### src/rtl/detris_pkg.sv
// Shared types and board geometry for the falling-piece game blocks.
package detris_pkg;

    localparam int unsigned BOARD_W               = 10;
    localparam int unsigned BOARD_H               = 20;
    localparam int unsigned SPAWN_X_DEFAULT       = 4;
    localparam int unsigned GRAVITY_TICKS_DEFAULT = 25000000;

    typedef logic [2:0] piece_id_t;

    typedef enum logic [2:0] {
        IDLE,
        SPAWN,
        SETTLE,
        FALL,
        HARD,
        LOCK,
        OVER
    } state_t;

endpackage

### src/rtl/piece_driver_gravity_timer.sv
// Free-running gravity divider: pulses tick on the last count of each period while enabled.
module gravity_timer
    import detris_pkg::*;
#(
    parameter int unsigned GRAVITY_TICKS = GRAVITY_TICKS_DEFAULT
) (
    input  logic clk,
    input  logic reset,
    input  logic enable,
    input  logic clear,
    output logic tick
);

    localparam int unsigned   CW       = (GRAVITY_TICKS > 1) ? $clog2(GRAVITY_TICKS) : 1;
    localparam logic [CW-1:0] TERMINAL = CW'(GRAVITY_TICKS - 1);

    logic [CW-1:0] count;
    logic          at_end;

    assign at_end = (count == TERMINAL);
    assign tick   = enable && at_end;

    always_ff @(posedge clk) begin
        if (reset || clear) begin
            count <= '0;
        end else if (enable) begin
            count <= at_end ? '0 : count + 1'b1;
        end
    end

endmodule

### src/rtl/piece_driver.sv
// Active-piece controller: spawns, moves, rotates, drops and locks one tetromino at a time.
module piece_driver
    import detris_pkg::*;
#(
    parameter int unsigned GRAVITY_TICKS = GRAVITY_TICKS_DEFAULT,
    parameter int unsigned SPAWN_X       = SPAWN_X_DEFAULT
) (
    input  logic       clk,
    input  logic       reset,
    input  logic       start,
    input  piece_id_t  next_piece,
    output logic       take_next,
    input  logic       move_left,
    input  logic       move_right,
    input  logic       rotate,
    input  logic       drop,
    input  logic       blocked_left,
    input  logic       blocked_right,
    input  logic       blocked_down,
    input  logic       blocked_rot,
    input  logic       spawn_blocked,
    output piece_id_t  piece_id,
    output logic [3:0] piece_x,
    output logic [4:0] piece_y,
    output logic [1:0] piece_rot,
    output logic       piece_active,
    output logic       lock_pulse,
    output logic       game_over
);

    localparam logic [3:0] X_MAX   = 4'(BOARD_W - 1);
    localparam logic [4:0] Y_MAX   = 5'(BOARD_H - 1);
    localparam logic [3:0] X_SPAWN = 4'(SPAWN_X);

    state_t     state_q, state_d;
    piece_id_t  id_d;
    logic [3:0] x_d;
    logic [4:0] y_d;
    logic [1:0] rot_d;
    logic       moved, hold_q;
    logic       tick, timer_en, timer_clear;

    assign timer_en    = (state_q == FALL);
    assign timer_clear = (state_q == SPAWN);

    gravity_timer #(
        .GRAVITY_TICKS(GRAVITY_TICKS)
    ) u_gravity (
        .clk   (clk),
        .reset (reset),
        .enable(timer_en),
        .clear (timer_clear),
        .tick  (tick)
    );

    always_comb begin
        // NOTE: every signal driven here gets a default first, so no path can infer a latch.
        state_d = state_q;
        id_d    = piece_id;
        x_d     = piece_x;
        y_d     = piece_y;
        rot_d   = piece_rot;
        moved   = 1'b0;
        case (state_q)
            IDLE:   if (start) state_d = SPAWN;
            SPAWN: begin
                id_d    = next_piece;
                x_d     = X_SPAWN;
                y_d     = '0;
                rot_d   = '0;
                state_d = SETTLE;
            end
            SETTLE: state_d = spawn_blocked ? OVER : FALL;
            FALL: begin
                // hold_q marks the cycle after a move, when blocked_* still describe the old
                // position; a gravity tick landing there or alongside a user pulse is discarded.
                if (!hold_q) begin
                    if (drop) begin
                        state_d = HARD;
                    end else if (rotate) begin
                        if (!blocked_rot) begin
                            rot_d = piece_rot + 2'd1;
                            moved = 1'b1;
                        end
                    end else if (move_left) begin
                        if (!blocked_left && piece_x != 4'd0) begin
                            x_d   = piece_x - 4'd1;
                            moved = 1'b1;
                        end
                    end else if (move_right) begin
                        if (!blocked_right && piece_x < X_MAX) begin
                            x_d   = piece_x + 4'd1;
                            moved = 1'b1;
                        end
                    end else if (tick) begin
                        if (!blocked_down && piece_y < Y_MAX) begin
                            y_d   = piece_y + 5'd1;
                            moved = 1'b1;
                        end else begin
                            state_d = LOCK;
                        end
                    end
                end
            end
            HARD: begin
                if (!hold_q) begin
                    if (!blocked_down && piece_y < Y_MAX) begin
                        y_d   = piece_y + 5'd1;
                        moved = 1'b1;
                    end else begin
                        state_d = LOCK;
                    end
                end
            end
            LOCK:    state_d = SPAWN;
            OVER:    state_d = OVER;
            default: state_d = IDLE;
        endcase
    end

    // NOTE: registers use non-blocking assignments so every flop samples pre-edge values.
    always_ff @(posedge clk) begin
        if (reset) begin
            state_q   <= IDLE;
            piece_id  <= '0;
            piece_x   <= '0;
            piece_y   <= '0;
            piece_rot <= '0;
            hold_q    <= 1'b0;
        end else begin
            state_q   <= state_d;
            piece_id  <= id_d;
            piece_x   <= x_d;
            piece_y   <= y_d;
            piece_rot <= rot_d;
            hold_q    <= moved;
        end
    end

    assign take_next    = (state_q == SPAWN);
    assign lock_pulse   = (state_q == LOCK);
    assign game_over    = (state_q == OVER);
    assign piece_active = (state_q == SETTLE) || (state_q == FALL) || (state_q == HARD);

endmodule

### config.mk
export PLATFORM = sky130hd
export DESIGN_NAME = piece_driver
export DESIGN_NICKNAME = d
export VERILOG_FILES = /design/src/rtl/detris_pkg.sv /design/src/rtl/piece_driver_gravity_timer.sv /design/src/rtl/piece_driver.sv
export SDC_FILE = /design/constraint.sdc
export NUM_CORES = 1
export LEC_CHECK = 0
export ABC_AREA = 1
export CORE_ASPECT_RATIO = 1.75
export CORE_UTILIZATION = 32
export CTS_CLUSTER_SIZE = 14
export DETAILED_ROUTE_END_ITERATION = 6
export GPL_TIMING_DRIVEN = 0
export PLACE_DENSITY = 0.47
export SYNTH_ARGS = -nofsm -noshare
export SYNTH_HDL_FRONTEND = slang
export SYNTH_SLANG_ARGS = --single-unit
### constraint.sdc
create_clock -name clk -period 4.4 [get_ports clk]
set_clock_uncertainty 0.1 [all_clocks]
set_input_delay 0.88 -clock clk [delete_from_list [all_inputs] [get_ports clk]]
set_output_delay 0.88 -clock clk [all_outputs]
set_load 0.05 [all_outputs]
=== Yosys cells after proc, flatten, opt, wreduce, memory -nomap -nowiden ===
Cells that the tools add are included.

* Bits in registers: 43
* Output and inout port bits: 18
* Input bits: 15
* Word-level logic and storage cells: 102

* Muxes and demuxes: 46
* Reductions and logical operators: 18
* Eq/ne operators: 24
* Magnitude comparators: 2
* Add/sub/neg operators: 5

{| class="wikitable"
|+ Operators by type and width
! cell !! count
|-
| 2-to-1 mux 5 bit || 8
|-
| 2-to-1 mux 3 bit || 10
|-
| 2-to-1 mux 4 bit || 7
|-
| adder 25 x 1 -> 25 bit (second input constant) || 1
|-
| == test 25 bit (second input constant) || 1
|-
| 2-to-1 mux 25 bit || 1
|-
| inequality test 3 bit (second input constant) || 7
|-
| case mux 3 bit (7 select lines) || 1
|-
| inequality test 2 bit (second input constant) || 10
|-
| case mux 5 bit (3 select lines) || 1
|-
| AND reduction 7 bit || 2
|-
| 2-to-1 mux 1 bit || 11
|-
| == test 3 bit (second input constant) || 3
|-
| 2-to-1 mux 2 bit || 4
|-
| case mux 4 bit (2 select lines) || 1
|-
| AND reduction 8 bit || 1
|-
| == test 3 x 2 -> 1 bit (second input constant) || 2
|-
| adder 5 x 1 -> 5 bit (second input constant) || 1
|-
| < comparator 5 bit (second input constant) || 1
|-
| AND reduction 5 bit || 1
|-
| adder 4 x 1 -> 4 bit (second input constant) || 1
|-
| logical AND 1 bit || 4
|-
| < comparator 4 bit (second input constant) || 1
|-
| case mux 2 bit (2 select lines) || 1
|-
| 10 further kinds || 14
|}

=== Longest topological paths before layout ===
Gate-level depths: netlist of the first run.

* Depth in word-level cells: 10
* Depth in mapped cells: 13
* Depth with buffers taken out: 13

=== Hierarchy ===
A second synthesis of the first run with hierarchy kept.

* Cell total of the unflattened synthesis: 411
* Area total of the unflattened synthesis: 2682.6 µm²

{| class="wikitable"
|+ Modules (own cells, without submodules)
! module !! area an instance (µm²) !! times used !! seq. area each (µm²) !! cells an instance
|-
| gravity_timer || 1451.4 || 1 || 500.5 || 222
|-
| piece_driver || 1231.2 || 1 || 360.3 || 189
|}

=== Worst setup path before layout of the first run ===
No wires, ideal clock.

* Path kind: register -> output
* From: register state_q[0]
* To: output lock_pulse
* Arrival time: 1.620 ns
* Cell stages (with the launch flop): 3
* Setup slack: 1.800 ns
* Path buffers: 0
* Required time: 3.420 ns
* Cells stage by stage: dfxtp_1 inv_1 nor3_1

* Word-level cells in the longest chain between the ends: 1

{| class="wikitable"
|+ Ends and longest elaborated chain
! item !! RTL line !! RTL
|-
| from (decl) || piece_driver.sv:35 || <nowiki>state_t state_q, state_d;</nowiki>
|-
| from (signal assigned) || piece_driver.sv:131 || <nowiki>state_q <= state_d;</nowiki>
|-
| == test 3 bit || piece_driver.sv:141 || <nowiki>assign lock_pulse = (state_q == LOCK);</nowiki>
|-
| to (decl) || piece_driver.sv:27 || <nowiki>output logic lock_pulse,</nowiki>
|}

No other way between the ends.

=== Worst setup path in the final report of the first run ===
* From: register state_q[1]
* To: output take_next

* Word-level cells in the longest chain between the ends: 1

{| class="wikitable"
|+ Ends and longest elaborated chain
! item !! RTL line !! RTL
|-
| == test 3 x 1 -> 1 bit || piece_driver.sv:140 || <nowiki>assign take_next = (state_q == SPAWN);</nowiki>
|-
| to (decl) || piece_driver.sv:12 || <nowiki>output logic take_next,</nowiki>
|}

No other way between the ends.

==> flow_metrics.py, run 1 <==
metrics = {
    "setup_path": {
        "crit_path_end_kind": "output pin",
        "cpPeakStageDelay_ns": 0.85,
        "critPathKind": "register to output pin",
        "crit_chain": "nor2_1, nand2_2, inv_1, clkdlybuf4s50_1",
        "worstSetupStartpointType": "register",
        "crit_buf_inv": 2,
        "crit_required_ns": 3.42,
        "arrival_ns": 2.20,
        "cp_slowest_cell": "clkdlybuf4s50_1",
        "crit_path_max_fanout": 8,
        "crit_family": "buffers and inverters",
    },
    "detailed_routing": {
        "routedWlPerCell_um": 14.17,
        "ant_nets": 0,
        "drc": 5,
        "firstDrtPassIters": 6,
        "drt_iter0_drc": 78,
        "via_per_inst": 5.015,
        "route.vias.total": 2708,
        "wl_um": 7651,
    },
    "logic_synthesis": {
        "synth_common_cells": "nand2_1 (89), nor2_1 (59), inv_1 (56)",
        "synth_cell_types": 37,
        "ys_ff_latch": 43,
        "synthArstFlopShare_pct": 0,
        "yosys_most_used_dff": "dfxtp_1",
        "syn_nets": 430,
        "netlist_area_um2": 2676,
        "synth_edf_count": 0,
        "syn_area_per_cell_um2": 6.528,
        "synth_most_common_cell": "nand2_1",
        "synthCells": 410,
        "synth_top_area_share_pct": 32.16,
        "yosys_warnings": 0,
        "synth_top_area_cell": "dfxtp_1",
        "yosysSeqAreaShare_pct": 32.16,
        "netlist_top_cells_area": "dfxtp_1 (32%), nand2_1 (12%), nor2_1 (8.3%), inv_1 (7.9%), a21oi_1 (5.4%)",
    },
    "die": {
        "start_util_pct": 33.39,
        "fp.dieH_um": 123.0,
        "die-area_um2": 8748,
        "io_pins": 33,
        "fp.coreArea_um2": 8016,
        "die_w_um": 71.13,
        "fp-row-count": 43,
    },
    "run_status": {
        "status": "finished, violations left",
        "violations": "design-rule violations",
    },
    "cts": {
        "cts-root-buf": "clkbuf_16",
        "cts_buffer_depth": 2,
        "post_cts_buffers": 0,
        "clock_sinks": 43,
        "cts_hold_buf": 0,
        "cts_tree": "yes",
        "clk_pin_slew_ns": 0.06,
        "htreeDepth": 2,
        "cts_resized": 0,
        "cts_buffers": 5,
        "clk_latency_ns": 0.29,
    },
    "pwr": {
        "p_leak_nw": 1.272,
        "ir_drop_uv": 269.6,
        "totalPowerFinal_mw": 1.781,
        "p_per_area_nw_per_um2": 540.0,
    },
    "placed_design": {
        "place_area_um2": 3109,
        "gp_congestion": 0.8010,
        "post-place-ws_ns": 1.499,
        "port_buffers": 32,
        "hpwlAfterDp_um": 6156,
    },
    "finish": {
        "final_net_count": 469,
        "syn2layout_area_growth_pct": 23.24,
        "drive_above_1_share_pct": 8.222,
        "stdcell_area_um2": 3298,
        "num_antenna_cells": 0,
        "final_util_pct": 41.14,
    },
    "sta": {
        "slew-limit-headroom_pct": 65.01,
        "tightest_slew_ns": 0.5233,
        "final.setup.worst_slack_ns": 1.216,
        "period_share_pct": 72.37,
        "timing.fmax_ghz": 0.3140,
        "setup_viol": 0,
        "hold_viol": 0,
        "final_max_slew_viol_count": 0,
        "fin_tns_setup_ns": 0,
        "fin_crit_ns": 3.184,
        "rsz0062_at_grt": "false",
    },
    "grt": {
        "grt_use_total_pct": 18.89,
        "antenna_found_initial": 0,
        "grt_overflow": 0,
        "grt_pass1_vias": 2696,
        "grt_max_degree": 14,
        "grt_pass1_wl_um": 12750,
    },
    "hold_path": {
        "hold_class": "register to register",
    },
    "flow_run": {
        "drv_cap": 0,
    },
}
==> area by class of cell <==
cell class / count / area [µm²]
tap: 90 / 112.6
clock inverter: 2 / 60.06
clock buffer: 6 / 128.9
inverter: 61 / 229.0
timing repair buffer: 32 / 320.3
sequential: 43 / 860.8
fill: 897 / 4718
multi-input combinational: 303 / 1564
buffer: 3 / 22.52
==> cell usage in the layout (no fill, tap or decap), drive strengths merged <==
cell           count
nor2              67
nand3b             4
dfxtp             43
nor3b              2
nor4               1
a31oi              1
o211ai             1
o31ai              1
xnor2              1
o21ai             24
nand4             13
inv               61
o2111ai            1
nand2             98
xor2               7
ha                 4
a211oi             2
a22oi              1
bufinv             2
o211a              2
nand3             30
clkbuf             7
buf                2
nor3              11
fa                 1
clkdlybuf4s50     32
or2                2
a21oi             29
==> registers in the layout, indices dropped and copies added (netlist names) <==
signal           count
u_gravity.count     25
piece_x              4
piece_rot            2
piece_y              5
state_q              3
hold_q               1
piece_id             3
==> worst paths after layout <==
| path | slack, ns | end | start | depth (start not counted) |
|---|---|---|---|---|
| max | 1.22 | take_next | state_q[1] | 4 |
| max reg2reg | 2.44 | state_q[1] | u_gravity.count[6] | 10 |
| min reg2reg | 0.38 | piece_y[4] | piece_y[4] | 2 |
| min | 0.38 | piece_y[4] | piece_y[4] | 2 |
==> power breakdown <==
part	internal [mW]	switching, mW	total, mW
Clock	0.326	0.159	0.484
Combinational	0.258	0.532	0.790
Sequential	0.444	0.0633	0.507
Total	1.03	0.754	1.78
==> metal layers <==
layer	GRT usage, %	wire length [µm]	vias up
li1	-	-	1414
met1	17.87	2887	1239
met2	38.58	4364	42
met3	3.015	183	13
met4	8.625	216	0
met5	0	0	-
==> worst reg2reg max path, stage by stage (launching register included) <==
cell and delay (ns):
dfxtp_1 0.37, nor2_1 0.32, nand3_1 0.13, nor2_1 0.12
nand2_1 0.11, nand2_2 0.17, nand2_1 0.07, nand2_1 0.11
nand3_1 0.11, o21ai_0 0.18, inv_1 0.05
==> kinds of logic after synthesis <==
| family | Yosys count | synth area share, % |
|---|---|---|
| AND/OR/NAND/NOR | 228 | 40.39 |
| buffers and inverters | 64 | 9.397 |
| AO/OA/AOI/OAI | 62 | 12.81 |
| flip-flops | 43 | 32.16 |
| XOR/XNOR | 8 | 2.618 |
| adder cells (fa/ha/maj) | 5 | 2.618 |
==> per-stage QoR <==
step	hold slack, ns	instances
floorplan	0.3434	410
global placement	0.3642	532
detailed placement	0.3695	532
CTS	0.3807	540
global route	0.4025	540
finish	0.3759	540
Note: power is estimated with default switching activity, not from simulation.
==> run 2, diff against run 1 <==
- clock period: 4.4 -> 3 ns (I/O delays scaled with it)
==> flow_metrics.py, run 2 (same netlist as run 1, synthesis figures left out) <==
metrics = {
    "run_status": {
        "status": "finished, violations left",
        "violations": "design-rule violations",
    },
    "setup_path": {
        "cp_slowest_cell": "clkdlybuf4s50_1",
        "crit_buf_inv": 2,
        "critPathKind": "register to output pin",
        "crit_path_end_kind": "output pin",
        "crit_chain": "inv_1, nand3_1, o21ai_0, clkdlybuf4s50_1",
        "worstSetupStartpointType": "register",
        "ff2ff_path_depth": 10,
        "crit_required_ns": 2.30,
        "crit_cells": 4,
        "crit_family": "buffers and inverters",
        "cpPeakStageDelay_ns": 0.82,
        "arrival_ns": 1.94,
        "rrSetupSlack_ns": 1.04,
        "crit_path_max_fanout": 6,
    },
    "pwr": {
        "p_per_area_nw_per_um2": 790.8,
        "ir_drop_uv": 394.1,
        "p_leak_nw": 1.287,
    },
    "finish": {
        "syn2layout_area_growth_pct": 23.33,
        "final_cell_mix": "nand2_1 (89), nor2_1 (59), inv_1 (56)",
        "reg_top3": "u_gravity.count x25, piece_y x5, piece_x x4",
        "drive_above_1_share_pct": 8.222,
        "layout_commonest_cell": "nand2_1",
        "nFillCells": 896,
        "stdcell_area_um2": 3301,
        "num_antenna_cells": 0,
        "top_register": "u_gravity.count",
        "largest_reg_flops": 25,
        "final_net_count": 469,
    },
    "detailed_routing": {
        "drt_iter0_drc": 78,
        "route.vias.total": 2712,
        "routedWlPerCell_um": 14.15,
        "ant_nets": 0,
        "firstDrtPassIters": 6,
        "drc": 5,
        "via_per_inst": 5.022,
        "wl_um": 7639,
    },
    "die": {
        "fp.dieH_um": 123.0,
        "start_util_pct": 33.39,
        "die_w_um": 71.13,
        "fp.coreArea_um2": 8016,
        "die-area_um2": 8748,
        "io_pins": 33,
        "fp-row-count": 43,
    },
    "sta": {
        "final_max_slew_viol_count": 0,
        "hold_viol": 0,
        "setup_viol": 0,
        "hold_ws_ns": 0.3782,
        "rsz0062_at_grt": "false",
        "timing.fmax_ghz": 0.3791,
        "slew-limit-headroom_pct": 65.01,
        "fin_crit_ns": 2.638,
        "fin_tns_setup_ns": 0,
        "final.setup.worst_slack_ns": 0.3623,
        "period_share_pct": 87.92,
        "tightest_slew_ns": 0.5232,
    },
    "cts": {
        "cts_buffers": 5,
        "cts_buffer_depth": 2,
        "clk_latency_ns": 0.29,
        "cts_tree": "yes",
        "cts-root-buf": "clkbuf_16",
        "clk_pin_slew_ns": 0.06,
        "htreeDepth": 2,
        "clock_sinks": 43,
        "post_cts_buffers": 0,
    },
    "grt": {
        "grt_overflow": 0,
        "grt_pass1_wl_um": 12750,
        "grt_pass1_vias": 2696,
        "grt_max_degree": 14,
        "grt_use_total_pct": 18.89,
        "antenna_found_initial": 0,
    },
    "hold_path": {
        "hold_class": "register to register",
        "holdPathStages": 2,
    },
    "placed_design": {
        "place_area_um2": 3109,
        "hpwlAfterDp_um": 6156,
        "post-place-ws_ns": 0.3786,
        "gp_congestion": 0.8010,
        "port_buffers": 32,
    },
    "flow_run": {
        "drv_cap": 0,
    },
}
==> run 2: final timing paths <==
check / from / endpoint
hold reg to reg: piece_y[4] / piece_y[4]
hold / removal: piece_y[4] / piece_y[4]
setup reg to reg: u_gravity.count[0] / u_gravity.count[16]
setup / recovery: state_q[0] / piece_active
==> run 2: per-stage QoR <==
step	cells	total power, mW	utilization [%]
2_1_floorplan	410	1.573	-
3_3_place_gp	532	1.920	38.79
3_5_place_dp	532	1.927	38.79
4_1_cts	540	2.645	41.14
5_1_grt	540	2.796	41.17
6_report	540	2.610	41.17
==> run 2: timing repair <==
action                                  CTS  global route
hold buffers                              0             0
endpoints found under the setup margin    0             1
resized for setup                         0             1
==> run 2: per-layer routing <==
metal	wire (µm)	global-route usage, %
met1	2842	17.87
met2	4373	38.58
met3	208	3.015
met4	215	8.625
met5	0	0
==> run 2: power breakdown <==
part           internal (mW)  switching (mW)  total (mW)
Sequential             0.651          0.0932       0.744
Clock                  0.478           0.231       0.708
Combinational          0.377           0.780        1.16
Total                   1.51            1.10        2.61
==> run 2: cell type report <==
| cell class | count | area, µm² | share of cell area [%] |
|---|---|---|---|
| multi-input cells | 303 | 1564 | 47.38 |
| clock buffers | 6 | 128.9 | 3.904 |
| flip-flops and latches | 43 | 860.8 | 26.08 |
| well taps | 90 | 112.6 | 3.412 |
| clock inverters | 2 | 60.06 | 1.820 |
| plain buffers | 3 | 22.52 | 0.6823 |
| inverters | 61 | 229.0 | 6.937 |
| repair buffers | 32 | 322.8 | 9.780 |
==> run 2: worst register-to-register path, delay by kind of cell (launching register included) <==
| family | cells | cell delay [ns] |
|---|---|---|
| adders and majority gates | 1 | 0.22 |
| and+or+nand+nor | 8 | 1.06 |
| AOI/OAI and AO/OA | 1 | 0.11 |
| DFF | 1 | 0.41 |
